`src/rtl/posit_extract_arbiter_pkg.sv`:
```
// posit_extract_arbiter_pkg: posit widths, arbiter typedefs and the leading-zero helper.
package posit_extract_arbiter_pkg;
   localparam int NBITS = 32;
   localparam int ES = 2;
   localparam int ARB_NREQ = 4;
   localparam int ARB_IDW = $clog2(ARB_NREQ);
   localparam int SCALE_W = 6 + ES;
   localparam int FRAC_W = NBITS - 3 - ES;
   localparam int POSIT_SERIALIZED_WIDTH_ES2 = 1 + SCALE_W + FRAC_W + 2;
   localparam int ARB_CNT_W = 16;
   typedef logic [ARB_IDW-1:0] arb_id_t;
   typedef struct packed {logic [NBITS-1:0] posit; arb_id_t id;} extract_req_t;
   function automatic logic [5:0] lead_zeros(input logic [NBITS-2:0] x);
      lead_zeros = 6'(NBITS - 1);
      for (int i = 0; i < NBITS - 1; i++)
         if (x[i]) lead_zeros = 6'(NBITS - 2 - i);
   endfunction
endpackage

```
`src/rtl/posit_extract_arbiter_raw.sv`:
```
// posit_extract_raw: combinational ES=2 posit decode into {sgn,scale,fraction,inf,zero}.
module posit_extract_raw
   import posit_extract_arbiter_pkg::*;
(
   input  logic [NBITS-1:0]                      posit,
   output logic [POSIT_SERIALIZED_WIDTH_ES2-1:0] result,
   output logic [NBITS-2:0]                      absolute
);
   logic sgn, zero, inf;
   logic [5:0] run, k;
   logic [NBITS-2:0] tail;
   always_comb begin
      sgn = posit[NBITS-1];
      absolute = (posit[NBITS-2:0] ^ {(NBITS-1){sgn}}) + (NBITS-1)'(sgn);
      zero = posit == '0;
      inf = sgn & (posit[NBITS-2:0] == '0);
      run = lead_zeros(absolute[NBITS-2] ? ~absolute : absolute);
      k = absolute[NBITS-2] ? run - 6'd1 : -run;
      // drop regime run and its terminator; exponent then fraction are left-aligned
      tail = absolute << (run + 6'd1);
      result = (zero | inf) ? {sgn, (SCALE_W + FRAC_W)'(0), inf, zero}
                            : {sgn, k, tail[NBITS-2 -: ES], FRAC_W'(tail[NBITS-ES-2:0] >> ES), 2'b00};
   end
endmodule

```
`src/rtl/posit_extract_arbiter_rr.sv`:
```
// rr_arbiter: round-robin one-hot grant starting at rr_ptr, pointer moves past each winner.
module rr_arbiter #(
   parameter int N  = 4,
   parameter int IW = $clog2(N)
) (
   input  logic          clk,
   input  logic          reset,
   input  logic [N-1:0]  req,
   input  logic          en,
   output logic [N-1:0]  gnt,
   output logic [IW-1:0] gnt_idx
);
   logic [IW-1:0] rr_ptr;
   logic found;
   always_comb begin
      found = 1'b0;
      gnt_idx = '0;
      for (int o = 0; o < N; o++)
         if (!found && req[IW'((int'(rr_ptr) + o) % N)]) begin
            found = 1'b1;
            gnt_idx = IW'((int'(rr_ptr) + o) % N);
         end
      gnt = (found && en) ? N'(1) << gnt_idx : '0;
   end
   always_ff @(posedge clk)
      if (reset) rr_ptr <= '0;
      else if (|gnt) rr_ptr <= (gnt_idx == IW'(N - 1)) ? '0 : gnt_idx + IW'(1);
endmodule

```
`src/rtl/posit_extract_arbiter.sv`:
```
// posit_extract_arbiter: round-robin sharing of one posit_extract_raw over a 2-stage valid/ready pipe.
// Define ARB_STATS_EN to add saturating per-requester grant counters on grant_cnt.
module posit_extract_arbiter
   import posit_extract_arbiter_pkg::*;
#(
   parameter int NREQ = ARB_NREQ,
   parameter int IDW  = $clog2(NREQ)
) (
   input  logic                                  clk,
   input  logic                                  reset,
   input  logic [NREQ-1:0]                       req_valid,
   output logic [NREQ-1:0]                       req_ready,
   input  logic [NREQ*NBITS-1:0]                 req_data,
   input  logic                                  flush,
   output logic                                  out_valid,
   input  logic                                  out_ready,
   output logic [IDW-1:0]                        out_id,
   output logic [POSIT_SERIALIZED_WIDTH_ES2-1:0] out_result,
   output logic [NBITS-2:0]                      out_absolute,
   output logic                                  busy
`ifdef ARB_STATS_EN
   ,output logic [NREQ*ARB_CNT_W-1:0]            grant_cnt
`endif
);
   logic s1_v, s2_v, s1_adv, s2_adv, grant_en;
   logic [NBITS-1:0] s1_posit;
   logic [IDW-1:0] s1_id, gnt_idx;
   logic [POSIT_SERIALIZED_WIDTH_ES2-1:0] raw_result;
   logic [NBITS-2:0] raw_abs;
   assign s2_adv = !s2_v || out_ready;
   assign s1_adv = !s1_v || s2_adv;
   assign grant_en = s1_adv && !flush && !reset;
   assign out_valid = s2_v;
   assign busy = s1_v || s2_v;
   rr_arbiter #(.N(NREQ), .IW(IDW)) u_arb (
      .clk(clk), .reset(reset), .req(req_valid), .en(grant_en), .gnt(req_ready), .gnt_idx(gnt_idx)
   );
   posit_extract_raw u_raw (.posit(s1_posit), .result(raw_result), .absolute(raw_abs));
   always_ff @(posedge clk)
      if (reset || flush) begin
         s1_v <= 1'b0;
         s2_v <= 1'b0;
      end else begin
         if (s1_adv) s1_v <= |req_ready;
         if (s2_adv) s2_v <= s1_v;
      end
   // payload loads only with a valid entry so stalled or idle outputs stay put
   always_ff @(posedge clk)
      if (reset) begin
         s1_posit <= '0;
         s1_id <= '0;
         out_id <= '0;
         out_result <= '0;
         out_absolute <= '0;
      end else begin
         if (s1_adv && |req_ready) begin
            s1_posit <= req_data[gnt_idx*NBITS +: NBITS];
            s1_id <= gnt_idx;
         end
         if (s2_adv && s1_v) begin
            out_id <= s1_id;
            out_result <= raw_result;
            out_absolute <= raw_abs;
         end
      end
`ifdef ARB_STATS_EN
   logic [ARB_CNT_W-1:0] cnt [NREQ];
   always_ff @(posedge clk)
      for (int i = 0; i < NREQ; i++)
         if (reset) cnt[i] <= '0;
         else if (req_ready[i] && cnt[i] != '1) cnt[i] <= cnt[i] + ARB_CNT_W'(1);
   for (genvar i = 0; i < NREQ; i++) begin : g_cnt
      assign grant_cnt[i*ARB_CNT_W +: ARB_CNT_W] = cnt[i];
   end
`endif
endmodule
```
`config.mk`:
```
export PLATFORM = sky130hd
export DESIGN_NAME = posit_extract_arbiter
export DESIGN_NICKNAME = d
export VERILOG_FILES = /design/src/rtl/posit_extract_arbiter_pkg.sv /design/src/rtl/posit_extract_arbiter_raw.sv /design/src/rtl/posit_extract_arbiter_rr.sv /design/src/rtl/posit_extract_arbiter.sv
export SDC_FILE = /design/constraint.sdc
export NUM_CORES = 1
export LEC_CHECK = 0
export CAP_MARGIN = 15
export CORE_MARGIN = 2
export CORE_UTILIZATION = 45
export CTS_CLUSTER_SIZE = 20
export DETAILED_ROUTE_END_ITERATION = 8
export PLACE_DENSITY_LB_ADDON = 0.3
export SETUP_SLACK_MARGIN = 0.2
export SLEW_MARGIN = 5
export SYNTH_ARGS = -nofsm -noshare
export SYNTH_HDL_FRONTEND = slang
export SYNTH_SLANG_ARGS = --single-unit
export TNS_END_PERCENT = 5
```
`constraint.sdc`:
```
create_clock -name clk -period 7.5 [get_ports clk]
set_input_delay 2.25 -clock clk [delete_from_list [all_inputs] [get_ports clk]]
set_output_delay 2.25 -clock clk [all_outputs]
set_load 0.1 [all_outputs]
```
### Word-level counts from Yosys, hierarchy flattened

Cells that the tools add are included.

| storage, ports and cells | value |
|---|---|
| register bits | 109 |
| bits of input ports | 136 |
| output and inout bits | 77 |
| word-level logic and storage cells | 106 |

| cells by class | value |
|---|---|
| add/subtract/negate cells | 8 |
| $lt $le $gt $ge | 4 |
| eq/ne operators | 1 |
| shift operators | 3 |
| mux-type cells | 56 |
| bitwise operators | 4 |
| reductions and logical operators | 22 |

Operator list:

| operator | number |
|---|---|
| 6-bit two-way mux | 31 |
| 128-bit by 8-bit variable part select with 32-bit output | 1 |
| 37-bit two-way mux | 1 |
| 32-bit logical NOT | 1 |
| 31-bit by 1-bit adder with 31-bit output | 1 |
| 31-bit logical NOT | 1 |
| 31-bit two-way mux | 1 |
| 31-bit inverter | 1 |
| 31-bit by 6-bit left shift with 31-bit output | 1 |
| 31-bit bitwise XOR | 1 |
| 2-bit by 4-bit less-than comparator with 1-bit output (second input constant) | 4 |
| 1-bit two-way mux | 13 |
| 2-bit two-way mux | 5 |
| 1-bit binary-select mux with 2-bit select | 4 |
| 1-bit logical AND | 8 |
| 1-bit logical NOT | 7 |
| 6-bit by 1-bit adder with 6-bit output (second input constant) | 1 |
| 6-bit negation | 1 |
| 6-bit by 1-bit subtractor with 6-bit output (second input constant) | 1 |
| 2-bit by 1-bit adder with 2-bit output (second input constant) | 2 |
| 2-bit adder (second input constant) | 2 |
| 1-bit logical OR | 4 |
| 4-bit two-way mux | 1 |
| 4-bit OR reduction | 1 |
| 4 further kinds | 4 |

### Logic depth before layout (Yosys ltp)

Gate-level depths: netlist of run 1.

| depth | value |
|---|---|
| word-level depth | 38 |
| mapped depth | 33 |
| depth with buffers taken out | 23 |

### By module

A second synthesis of run 1 with hierarchy kept.

| unflattened totals | value |
|---|---|
| cells, all modules | 1457 |
| area, all modules | 11369.7 µm² |

By module, submodules not included:

| module | times used | cells each | area an instance (µm²) | sequential area each (µm²) |
|---|---|---|---|---|
| posit_extract_raw | 1 | 897 | 5870.6 | 0.0 |
| posit_extract_arbiter | 1 | 530 | 5235.0 | 2142.1 |
| rr_arbiter | 1 | 30 | 264.0 | 40.0 |

### Worst setup path before layout of run 1

No wires, ideal clock.

| path | value |
|---|---|
| path kind | register to register |
| from | register s1_posit[31] |
| to | register out_result[28] |
| setup time | 0.070 ns |
| arrival time | 6.598 ns |
| data required time | 7.430 ns |
| path slack | 0.831 ns |
| stages on the path, launching flop included | 30 |
| path buffers | 9 |
| period minus slack after synthesis | 6.669 ns |
| path through | dfxtp_1 buf_4 buf_2 buf_2 buf_2 buf_2 xor2_1 ha_1 and4bb_2 a32oi_1 o21ai_0 a311oi_2 nand2_1 o221a_2 nor4_2 o311ai_4 a21oi_2 nor2_4 buf_4 ha_1 clkbuf_1 inv_1 clkbuf_1 clkbuf_1 o211ai_1 a32oi_1 o311ai_0 o211ai_1 nand3b_1 a21oi_1 |

| on the way | value |
|---|---|
| word-level cells in the longest chain between the ends | 38 |
| elaborated cells between the ends (all ways) | 41 |
| those cells by class | 2 x add/sub; 1 x shift; 33 x mux; 4 x bitwise; 1 x reduce/logical |

RTL lines:

| item | line | RTL |
|---|---|---|
| start: declaration | posit_extract_arbiter.sv:26 | `logic [NBITS-1:0] s1_posit;` |
| start signal: assignment | posit_extract_arbiter.sv:57 | `s1_posit <= req_data[gnt_idx*NBITS +: NBITS];` |
| 31-bit bitwise XOR | posit_extract_arbiter_raw.sv:14 | `absolute = (posit[NBITS-2:0] ^ {(NBITS-1){sgn}}) + (NBITS-1)'(sgn);` |
| 31-bit by 1-bit adder with 31-bit output | posit_extract_arbiter_raw.sv:14 |  |
| 31-bit inverter | posit_extract_arbiter_raw.sv:17 | `run = lead_zeros(absolute[NBITS-2] ? ~absolute : absolute);` |
| 31-bit two-way mux | posit_extract_arbiter_raw.sv:17 |  |
| 1-bit two-way mux | posit_extract_arbiter_pkg.sv:16 | `if (x[i]) lead_zeros = 6'(NBITS - 2 - i);` |
| 6-bit two-way mux (30 in series) | posit_extract_arbiter_pkg.sv:16 |  |
| 6-bit by 1-bit adder with 6-bit output | posit_extract_arbiter_raw.sv:20 | `tail = absolute << (run + 6'd1);` |
| 31-bit by 6-bit left shift with 31-bit output | posit_extract_arbiter_raw.sv:20 |  |
| 37-bit two-way mux * | posit_extract_arbiter_raw.sv:21 | `result = (zero \| inf) ? {sgn, (SCALE_W + FRAC_W)'(0), inf, zero}` |
| end signal: assignment | posit_extract_arbiter.sv:62 | `out_result <= raw_result;` |
| end: declaration | posit_extract_arbiter.sv:18 | `output logic [POSIT_SERIALIZED_WIDTH_ES2-1:0] out_result,` |

Every way passes the cells marked *; elsewhere a longest branch is shown, timed or not.
A chain may end at the register's enable or synchronous reset.

### Final worst setup path of run 1

| path | value |
|---|---|
| from | register s1_posit[31] |
| to | register out_result[29] |

The elaborated chain is that of the path after synthesis.

==> flow_metrics.tcl, run 1 <==
set metrics [dict create \
    outcome "finished, final reports clean" \
    dpl_cell_area_mm2 0.01250 \
    yosysTopAreaCell "dfxtp_1" \
    grt_busiest_layer "met2" \
    worst_slack_ns 0.8481 \
    clock_sinks 109 \
    vdd_drop_max_v 0.0003570 \
    wl_per_cell_um 20.62 \
    gr-total-overflow 0 \
    post-cts-setup-buffers 0 \
    clk_pin_slew_ns 0.09 \
    finalHoldViolations 0 \
    grt_usage_pct 30.68 \
    syn-cell-area_mm2 0.01021 \
    worst_slew_pin_slew_ns 1.042 \
    remaining_drc_errors 0 \
    final-setup-viol-count 0 \
    die_w_um 154.6 \
    coreArea_mm2 0.02243 \
    powerDensity_mw_per_mm2 392.2 \
    n_antenna_cell 0 \
    initial_core_util_pct 45.49 \
    cp-end-kind "flop" \
    ys_seq_area_share_pct 21.38 \
    hp-class "reg2reg" \
    grt_pass1_vias 10840 \
    grt_max_degree 84 \
    gp_congestion 1.017 \
    use_met1_pct 37.25 \
    gr-usage-met2_pct 51.02 \
    netlist_instances 1409 \
    pre_cts_slack_ns 0.9819 \
    dp_hpwl_um 28530 \
    final_area_mm2 0.01281 \
    worstPathArrival_ns 6.95 \
    routed_wl_um 37840 \
    ys_seq_elements 109 \
    syn_area_per_cell_um2 7.243 \
    r2r_start "s1_posit[31]" \
    total_power_mw 5.026 \
    cts_resized 0 \
    fmax_ghz 0.1503 \
    crit_fanout 28 \
    synth_edf_count 0 \
    yosys-top-cells-area "dfxtp_1, nand2_1, a21oi_1, nor2_1, mux4_2" \
    clkLatencyLatePin_ns 0.38 \
    cap_violations 0 \
    crit_path_top_delay_cell "or4b_4" \
    synth_ff_type "dfxtp_1" \
    postCtsHoldBufs 0 \
    rsz0062_at_grt "false" \
    min-delay-start "out_id[1]" \
    p_leak_nw 4.587 \
    h-tree-depth 3 \
    critical_path_class "reg2reg" \
    drtIter0Drc 1277 \
    cts_tree "done" \
    yosys_warnings 0 \
    grt_use_met3_pct 4.819 \
    drv_slew 0 \
    path_cells "buf_4, or4b_4, o22ai_2, nand3_2, o21a_1, nor2_1, buf_4, nand3_1, or3_1, a22oi_2, or2_2, o21ai_0, nand2_1, ha_1, inv_1, buf_12, o211ai_1, a32o_1, a311o_1, mux4_2, or2_0, a31oi_1" \
    numPortBuffers 212 \
    numCtsBuffers 9 \
    synth_fp_nets 1555 \
    fp-row-count 55 \
    layout_min_cycle_time_ns 6.652 \
    min_period_over_period_pct 88.69 \
    hold-worst-slack_ns 0.4558 \
    nFillCells 2117 \
    first_pass_iters 7 \
    synth_top_area_share_pct 21.38 \
    cp-start-kind "flop" \
    ys_types 113 \
    grt_pass1_wl_um 58790 \
    skew_ns 0.01986 \
    die_y_um 154.6 \
    cp-startpoint "s1_posit[31]" \
    syn2layout_area_growth_pct 25.56 \
    vias 11670 \
    fin_nets 1691 \
    root_buffer "clkbuf_16" \
    fin_tns_setup_ns 0 \
    critPathRequiredTime_ns 7.80 \
    routed_via_density 6.360 \
    slew_headroom_pct 30.03 \
    slowest_delay_ns 0.55 \
    io_pins 213 \
    antenna_found_initial 0 \
    clockBufferDepth 2 \
    async_reset_ff_share_pct 0 \
    antenna_left 0 \
    crit_top_cell "buf_4" \
    drive_gt1_share_pct 9.419 \
    die-area_mm2 0.02390 \
]
[placed cells by master, fill, tap and decap left out, drive strengths merged, types with 10 or more instances in the layout]
cell type,count
a211oi,26
a21oi,124
a22oi,24
a311oi,37
a31oi,13
and2,20
and3,45
buf,42
clkdlybuf4s50,207
dfxtp,109
ha,10
inv,27
mux2i,26
mux4,18
nand2,244
nand2b,18
nand3,33
nand4,13
nor2,143
nor3,43
nor4,14
o211ai,20
o21ai,45
o22ai,13
o32ai,10
or2,10
or3,11
xnor2,24
xor2,11
[cells in the mapped netlist, types with 19 or more instances]
library cell	number
a211oi_1	25
a21oi_1	119
a22oi_1	23
a311oi_1	35
and2_1	19
and3_1	45
buf_2	30
clkbuf_1	80
dfxtp_1	109
inv_1	23
mux2i_1	25
nand2_1	241
nand3_1	32
nor2_1	140
nor3_1	38
o211ai_1	19
o21ai_0	37
xnor2_1	24
[final timing paths]
kind | to | slack, ns | cells past startpoint
worst max-delay path | out_result[29] | 0.85 | 22
worst min-delay path | out_id[1] | 0.46 | 2
worst max register to register | out_result[29] | 0.85 | 22
worst min register to register | out_id[1] | 0.46 | 2
[critical path: cells and delay by family, from the launching register on]
kind,cells,cell delay [ns]
adder cells (fa/ha/maj),1,0.25
AND/OR/NAND/NOR,8,2.38
AO/OA/AOI/OAI,8,1.75
flip-flops,1,0.50
multiplexers,1,0.48
buffers and inverters,4,1.19
[per-layer routing]
metal,up-vias,share of wire [%]
met5,-,0
met4,0,6.3
met3,118,7.1
met2,595,47
met1,5439,40
li1,5518,-
[where the power goes]
part	internal [mW]	leakage [nW]	switching, mW	total, mW
logic	1.36	3.55	2.47	3.82
registers	0.630	0.884	0.0706	0.701
clock network	0.242	0.152	0.259	0.501
total	2.23	4.59	2.80	5.03
[metrics by stage]
| step | utilization (%) | std cells |
|---|---|---|
| after floorplan | - | 1409 |
| after global placement | 55.71 | 1819 |
| after detailed placement | 55.71 | 1819 |
| after CTS | 57.12 | 1835 |
| after global routing | 57.12 | 1835 |
| final | 57.12 | 1835 |
[logic make-up after synthesis]
logic type               after synthesis  share of synthesized area, %
buffers and inverters                148                         6.203
multiplexers                          48                         7.123
XOR/XNOR                              35                         3.004
adder cells (fa/ha/maj)               12                         1.422
AO/OA/AOI/OAI                        431                         31.05
flip-flops                           109                         21.38
AND/OR/NAND/NOR                      626                         29.81
[sequential cells by signal (all words and copies together), names as in the netlist]
register      count
s1_id             2
out_result       38
out_id            2
u_arb.rr_ptr      2
s1_v              1
s1_posit         32
out_valid         1
out_absolute     31
[final cells by class]
cell class | instances | area, µm² | area share [%]
sequential | 109 | 2183 | 17.04
clock inverter | 7 | 91.34 | 0.7128
tap | 285 | 356.6 | 2.783
clock buffer | 9 | 225.2 | 1.757
multi-input combinational | 1152 | 7428 | 57.97
inverter | 24 | 92.59 | 0.7225
timing repair buffer | 249 | 2437 | 19.02
No activity file was read; power rests on OpenSTA's default activity.
==> inputs of run 2 (changes only) <==
--- a/config.mk
+++ b/config.mk
@@ -6,12 +6,13 @@
 export NUM_CORES = 1
 export LEC_CHECK = 0
 export CAP_MARGIN = 15
-export CORE_MARGIN = 2
+export CORE_MARGIN = 5
 export CORE_UTILIZATION = 45
 export CTS_CLUSTER_SIZE = 20
 export DETAILED_ROUTE_END_ITERATION = 8
 export PLACE_DENSITY_LB_ADDON = 0.3
 export SETUP_SLACK_MARGIN = 0.2
+export SKIP_LAST_GASP = 1
 export SLEW_MARGIN = 5
 export SYNTH_ARGS = -nofsm -noshare
 export SYNTH_HDL_FRONTEND = slang
==> run 2 against run 1 <==
  * Combinational power is essentially flat
  * Fmax rose by 0.66%
  * Register-to-register slack improved by 0.04 ns
  * Die area grew 7.9%
  * Largest cell class unchanged
  * First-iteration DRC count shrank 7.0%
  * Critical path type unchanged
  * Worst hold slack lost 0.0057 ns
  * Via count down 0.27%
  * Sequential cell count is the same
  * Setup slack improved by 0.044 ns
==> flow_metrics.tcl, run 2 (synthesized netlist as in run 1, its figures left out) <==
set metrics [dict create \
    vdd_drop_max_v 0.0002396 \
    wl_met2_um 18250 \
    drtIter0Drc 1188 \
    cts_tree "done" \
    grt_pass1_wl_um 60240 \
    drv_slew 0 \
    n_antenna_cell 0 \
    gr-total-overflow 0 \
    clkLatencyLatePin_ns 0.37 \
    r2r_start "s1_posit[31]" \
    regMostFlops "out_result" \
    critical_path_class "reg2reg" \
    min-delay-start "s1_id[1]" \
    antenna_left 0 \
    die_y_um 160.6 \
    first_pass_iters 6 \
    p_leak_nw 4.584 \
    min_to "out_id[1]" \
    numPortBuffers 212 \
    ff2ff_path_depth 20 \
    grt_pass1_vias 10990 \
    crit_fanout 46 \
    finalHoldViolations 0 \
    die-area_mm2 0.02579 \
    final-setup-viol-count 0 \
    reg_top3 "out_result (38), s1_posit (32), out_absolute (31)" \
    fmax_ghz 0.1513 \
    root_buffer "clkbuf_16" \
    powerDensity_mw_per_mm2 392.1 \
    initial_core_util_pct 45.35 \
    numCtsBuffers 9 \
    clk_pin_slew_ns 0.08 \
    holdPathStages 2 \
    final_cell_mix "nand2_1, clkdlybuf4s50_1, nor2_1, a21oi_1, dfxtp_1" \
    antenna_found_initial 0 \
    dr.max_layer_used "met4" \
    io_pins 213 \
    cap_violations 0 \
    grt_usage_pct 28.68 \
    rrSetupSlack_ns 0.89 \
    worst_slew_pin_slew_ns 1.039 \
    clockBufferDepth 2 \
    layout_commonest_cell "nand2_1" \
    fp-row-count 55 \
    gp_congestion 1.010 \
    h-tree-depth 3 \
    finish.utilization_pct 56.88 \
    dp_hpwl_um 29630 \
    syn2layout_area_growth_pct 25.41 \
    skew_ns 0.01565 \
    worstPathArrival_ns 6.84 \
    r2r_end "out_result[25]" \
    wl_met3_um 3280 \
    wl_per_cell_um 21.06 \
    critPathRequiredTime_ns 7.73 \
    fin_nets 1692 \
    outcome "finished, final reports clean" \
    nFillCells 2171 \
    cp-start-kind "flop" \
    routed_wl_um 38660 \
    remaining_drc_errors 0 \
    layout_min_cycle_time_ns 6.608 \
    met1Wirelength_um 14840 \
    die_w_um 160.6 \
    postCtsHoldBufs 0 \
    post-cts-setup-buffers 0 \
    min_period_over_period_pct 88.11 \
    coreArea_mm2 0.02250 \
    cp-end-kind "flop" \
    grt_max_degree 91 \
    fin_tns_setup_ns 0 \
    largest_reg_flops 38 \
    hp-class "reg2reg" \
    rsz0062_at_grt "false" \
    routed_via_density 6.339 \
    clock_sinks 109 \
    slew_headroom_pct 30.50 \
    drive_gt1_share_pct 9.478 \
    cts_resized 0 \
    vias 11640 \
]
run 2: layout make-up:
type / count / area (µm²) / area share, %
clock buffer: 10 / 239.0 / 1.867
clock inverter: 6 / 67.56 / 0.5279
inverter: 24 / 92.59 / 0.7234
multi-input combinational: 1152 / 7428 / 58.04
sequential: 109 / 2183 / 17.06
tap: 285 / 356.6 / 2.786
timing repair buffer: 250 / 2432 / 19.00
run 2: layer usage:
metal  global-route usage, %  up-vias
li1                        -     5520
met2                   48.08      586
met4                   15.72        0
met1                   34.66     5416
met3                   5.440      116
met5                       0        -
run 2: worst max-delay path by stage:
stage / from / to / slack (ns)
6_report: s1_posit[31] / out_result[25] / 0.89
5_1_grt: s1_posit[31] / out_result[28] / 0.45
4_1_cts: s1_posit[31] / out_result[25] / 0.95
3_5_place_dp: s1_posit[31] / out_result[29] / 1.00
3_3_place_gp: s1_posit[31] / out_result[28] / 1.14
2_1_floorplan: s1_posit[31] / out_result[28] / 0.83
run 2: report_power, final:
group	internal, mW	switching, mW	total, mW
combinational	1.36	2.47	3.83
sequential	0.630	0.0690	0.699
clock	0.244	0.250	0.494
run 2: through the flow:
step | worst slack, ns | instances | hold WS, ns | total power, mW | area [µm²]
after global routing | 0.4537 | 1836 | 0.4773 | 5.306 | 12800
after detailed placement | 1.003 | 1820 | 0.4437 | 4.458 | 12490
final | 0.8918 | 1836 | 0.4501 | 5.019 | 12800
after global placement | 1.143 | 1820 | 0.4370 | 4.437 | 12490
after CTS | 0.9517 | 1836 | 0.4538 | 4.958 | 12800
after floorplan | 0.8312 | 1409 | 0.4316 | 3.435 | 10210
run 2: critical path, cell delays in order, from the launching register on:
cell and delay (ns):
dfxtp_2 0.38, buf_4 0.43, or4b_4 0.57, o22ai_2 0.22, nand3_2 0.29, o21a_1 0.29
nor2_1 0.49, buf_4 0.28, nor3_1 0.13, a21oi_2 0.53, a21oi_2 0.11, nor2_4 0.14
buf_4 0.27, ha_1 0.29, inv_1 0.32, buf_4 0.26, mux2i_1 0.10, a221oi_1 0.70
mux2i_1 0.30, a21boi_1 0.24, o32ai_1 0.10
==> inputs of run 3 (changes only) <==
==> constraint.sdc (replaced) <==
create_clock -name clk -period 8.3 [get_ports clk]
set_input_delay 2.49 -clock clk [delete_from_list [all_inputs] [get_ports clk]]
set_output_delay 2.49 -clock clk [all_outputs]
set_load 0.1 [all_outputs]
==> run 3 against run 2 <==
  * Global-route usage fell by 0.71 points
  * Sequential share of layout area rose by 0.12 points
  * Worst hold slack improved by 0.0074 ns
  * Critical endpoint is now out_result[29]
  * Largest cell class unchanged
  * Final area fell by 0.72%
  * Total power is 10% lower
  * Combinational power fell by 11%
  * Largest power group unchanged
  * First-iteration DRC count is 10% lower
==> flow_metrics.tcl, run 3 (synthesized netlist as in run 1, its figures left out) <==
set metrics [dict create \
    outcome "finished, final reports clean" \
    clk_pin_slew_ns 0.09 \
    die-area_mm2 0.02579 \
    n_antenna_cell 0 \
    largest_reg_flops 38 \
    min_period_over_period_pct 85.22 \
    numPortBuffers 212 \
    cap_violations 0 \
    powerDensity_mw_per_mm2 354.4 \
    grt_usage_pct 27.98 \
    fin_tns_setup_ns 0 \
    fmax_ghz 0.1414 \
    drive_gt1_share_pct 8.772 \
    coreArea_mm2 0.02250 \
    nFillCells 2157 \
    rsz0062_at_grt "false" \
    seq_area_mm2 0.002183 \
    antenna_left 0 \
    swShare_pct 55.87 \
    grt_pass1_wl_um 58790 \
    vias 11550 \
    grt_max_degree 88 \
    finalHoldViolations 0 \
    h-tree-depth 3 \
    hold-worst-slack_ns 0.4575 \
    final-setup-viol-count 0 \
    clkLatencyLatePin_ns 0.37 \
    clockBufferDepth 2 \
    crit_path_top_delay_cell "nor2_1" \
    final_cell_mix "nand2_1, clkdlybuf4s50_1, nor2_1, a21oi_1, dfxtp_1" \
    regMostFlops "out_result" \
    fin_nets 1680 \
    first_pass_iters 6 \
    critical_path_class "reg2reg" \
    hp-class "reg2reg" \
    crit_buf_inv 4 \
    reg_top3 "out_result (38), s1_posit (32), out_absolute (31)" \
    slowest_delay_ns 0.65 \
    crit_fanout 62 \
    drtIter0Drc 1066 \
    dp_hpwl_um 28830 \
    grt_pass1_vias 10660 \
    die_w_um 160.6 \
    slew_headroom_pct 22.98 \
    routed_via_density 6.332 \
    io_pins 213 \
    cts_resized 0 \
    initial_core_util_pct 45.35 \
    worstPathArrival_ns 7.37 \
    routed_wl_um 37920 \
    gp_congestion 1.034 \
    layout_commonest_cell "nand2_1" \
    syn2layout_area_growth_pct 24.51 \
    layout_min_cycle_time_ns 7.073 \
    vdd_drop_max_v 0.0003270 \
    post-cts-setup-buffers 0 \
    root_buffer "clkbuf_16" \
    numCtsBuffers 9 \
    wl_per_cell_um 20.79 \
    gr-total-overflow 0 \
    skew_ns 0.01704 \
    cp-end-kind "flop" \
    postCtsHoldBufs 0 \
    pwr-share-comb_pct 75.9 \
    p_leak_nw 4.526 \
    path_delay_family "simple AND/OR/NAND/NOR gates" \
    path_cells "buf_4, or4b_4, o22ai_2, nand3_2, o21a_1, nor2_1, buf_4, nand3_1, or3_1, a22oi_2, or2_2, o21ai_0, nand2_1, ha_1, inv_1, buf_4, o211ai_1, a32o_1, a311o_1, mux4_2, or2_0, a31oi_1" \
    worst_slew_pin_slew_ns 1.154 \
    cp-start-kind "flop" \
    clock_power_share_pct 10.0 \
    fp-row-count 55 \
    p_seq_share_pct 14.0 \
    antenna_found_initial 1 \
    clock_sinks 109 \
    cts_tree "done" \
    die_y_um 160.6 \
    p_sw_mw 2.516 \
    multi_input_area_mm2 0.007428 \
    drv_slew 0 \
    crit_top_cell "buf_4" \
    p_int_mw 1.987 \
    critPathRequiredTime_ns 8.60 \
    remaining_drc_errors 0 \
]
-- run 3: worst paths after layout --
path	from	endpoint	slack [ns]	cells past startpoint
worst max-delay path	s1_posit[31]	out_result[29]	1.23	22
worst min-delay path	out_result[10]	out_result[10]	0.46	2
worst max register to register	s1_posit[31]	out_result[29]	1.23	22
worst min register to register	out_result[10]	out_result[10]	0.46	2
-- run 3: per-layer routing --
| layer | track usage, % | up-vias | part of all wire [%] |
|---|---|---|---|
| met1 | 33.39 | 5342 | 39 |
| met5 | 0 | - | 0.026 |
| met3 | 5.979 | 118 | 8.1 |
| met4 | 16.58 | 2 | 6.3 |
| met2 | 46.30 | 597 | 46 |
| li1 | - | 5490 | - |
-- run 3: power by group through the flow --
stage / logic, mW / clock network, mW / registers, mW
after detailed placement: 3.33 / 0 / 0.643
after CTS: 3.34 / 0.458 / 0.631
after global placement: 3.34 / 0 / 0.641
after global routing: 3.64 / 0.479 / 0.640
final: 3.42 / 0.453 / 0.633
after floorplan: 2.32 / 0 / 0.787
-- run 3: area by class of cell --
class / count / area share [%]
Multi-Input combinational cell: 1152 / 58.46
Clock inverter: 7 / 0.7188
Clock buffer: 9 / 1.772
Sequential cell: 109 / 17.18
Timing Repair Buffer: 238 / 18.33
Tap cell: 285 / 2.806
Inverter: 24 / 0.7286
-- run 3: per-stage QoR --
step           power, mW  instances  area [µm²]  utilization, %  setup WS [ns]
2_1_floorplan      3.104       1409       10210               -          1.330
3_3_place_gp       3.979       1808       12390           55.06          1.447
3_5_place_dp       3.975       1808       12390           55.06          1.377
4_1_cts            4.432       1824       12710           56.47          1.370
5_1_grt            4.755       1824       12710           56.47         0.9343
6_report           4.503       1824       12710           56.47          1.227
-- run 3: worst reg2reg max path: stages (launching register included) --
cell	delay, ns
dfxtp_2	0.41
buf_4	0.55
or4b_4	0.60
o22ai_2	0.23
nand3_2	0.28
o21a_1	0.28
nor2_1	0.66
buf_4	0.36
nand3_1	0.15
or3_1	0.38
a22oi_2	0.25
or2_2	0.19
o21ai_0	0.12
nand2_1	0.14
ha_1	0.25
inv_1	0.30
buf_4	0.31
o211ai_1	0.12
a32o_1	0.22
a311o_1	0.35
mux4_2	0.49
or2_0	0.22
a31oi_1	0.15
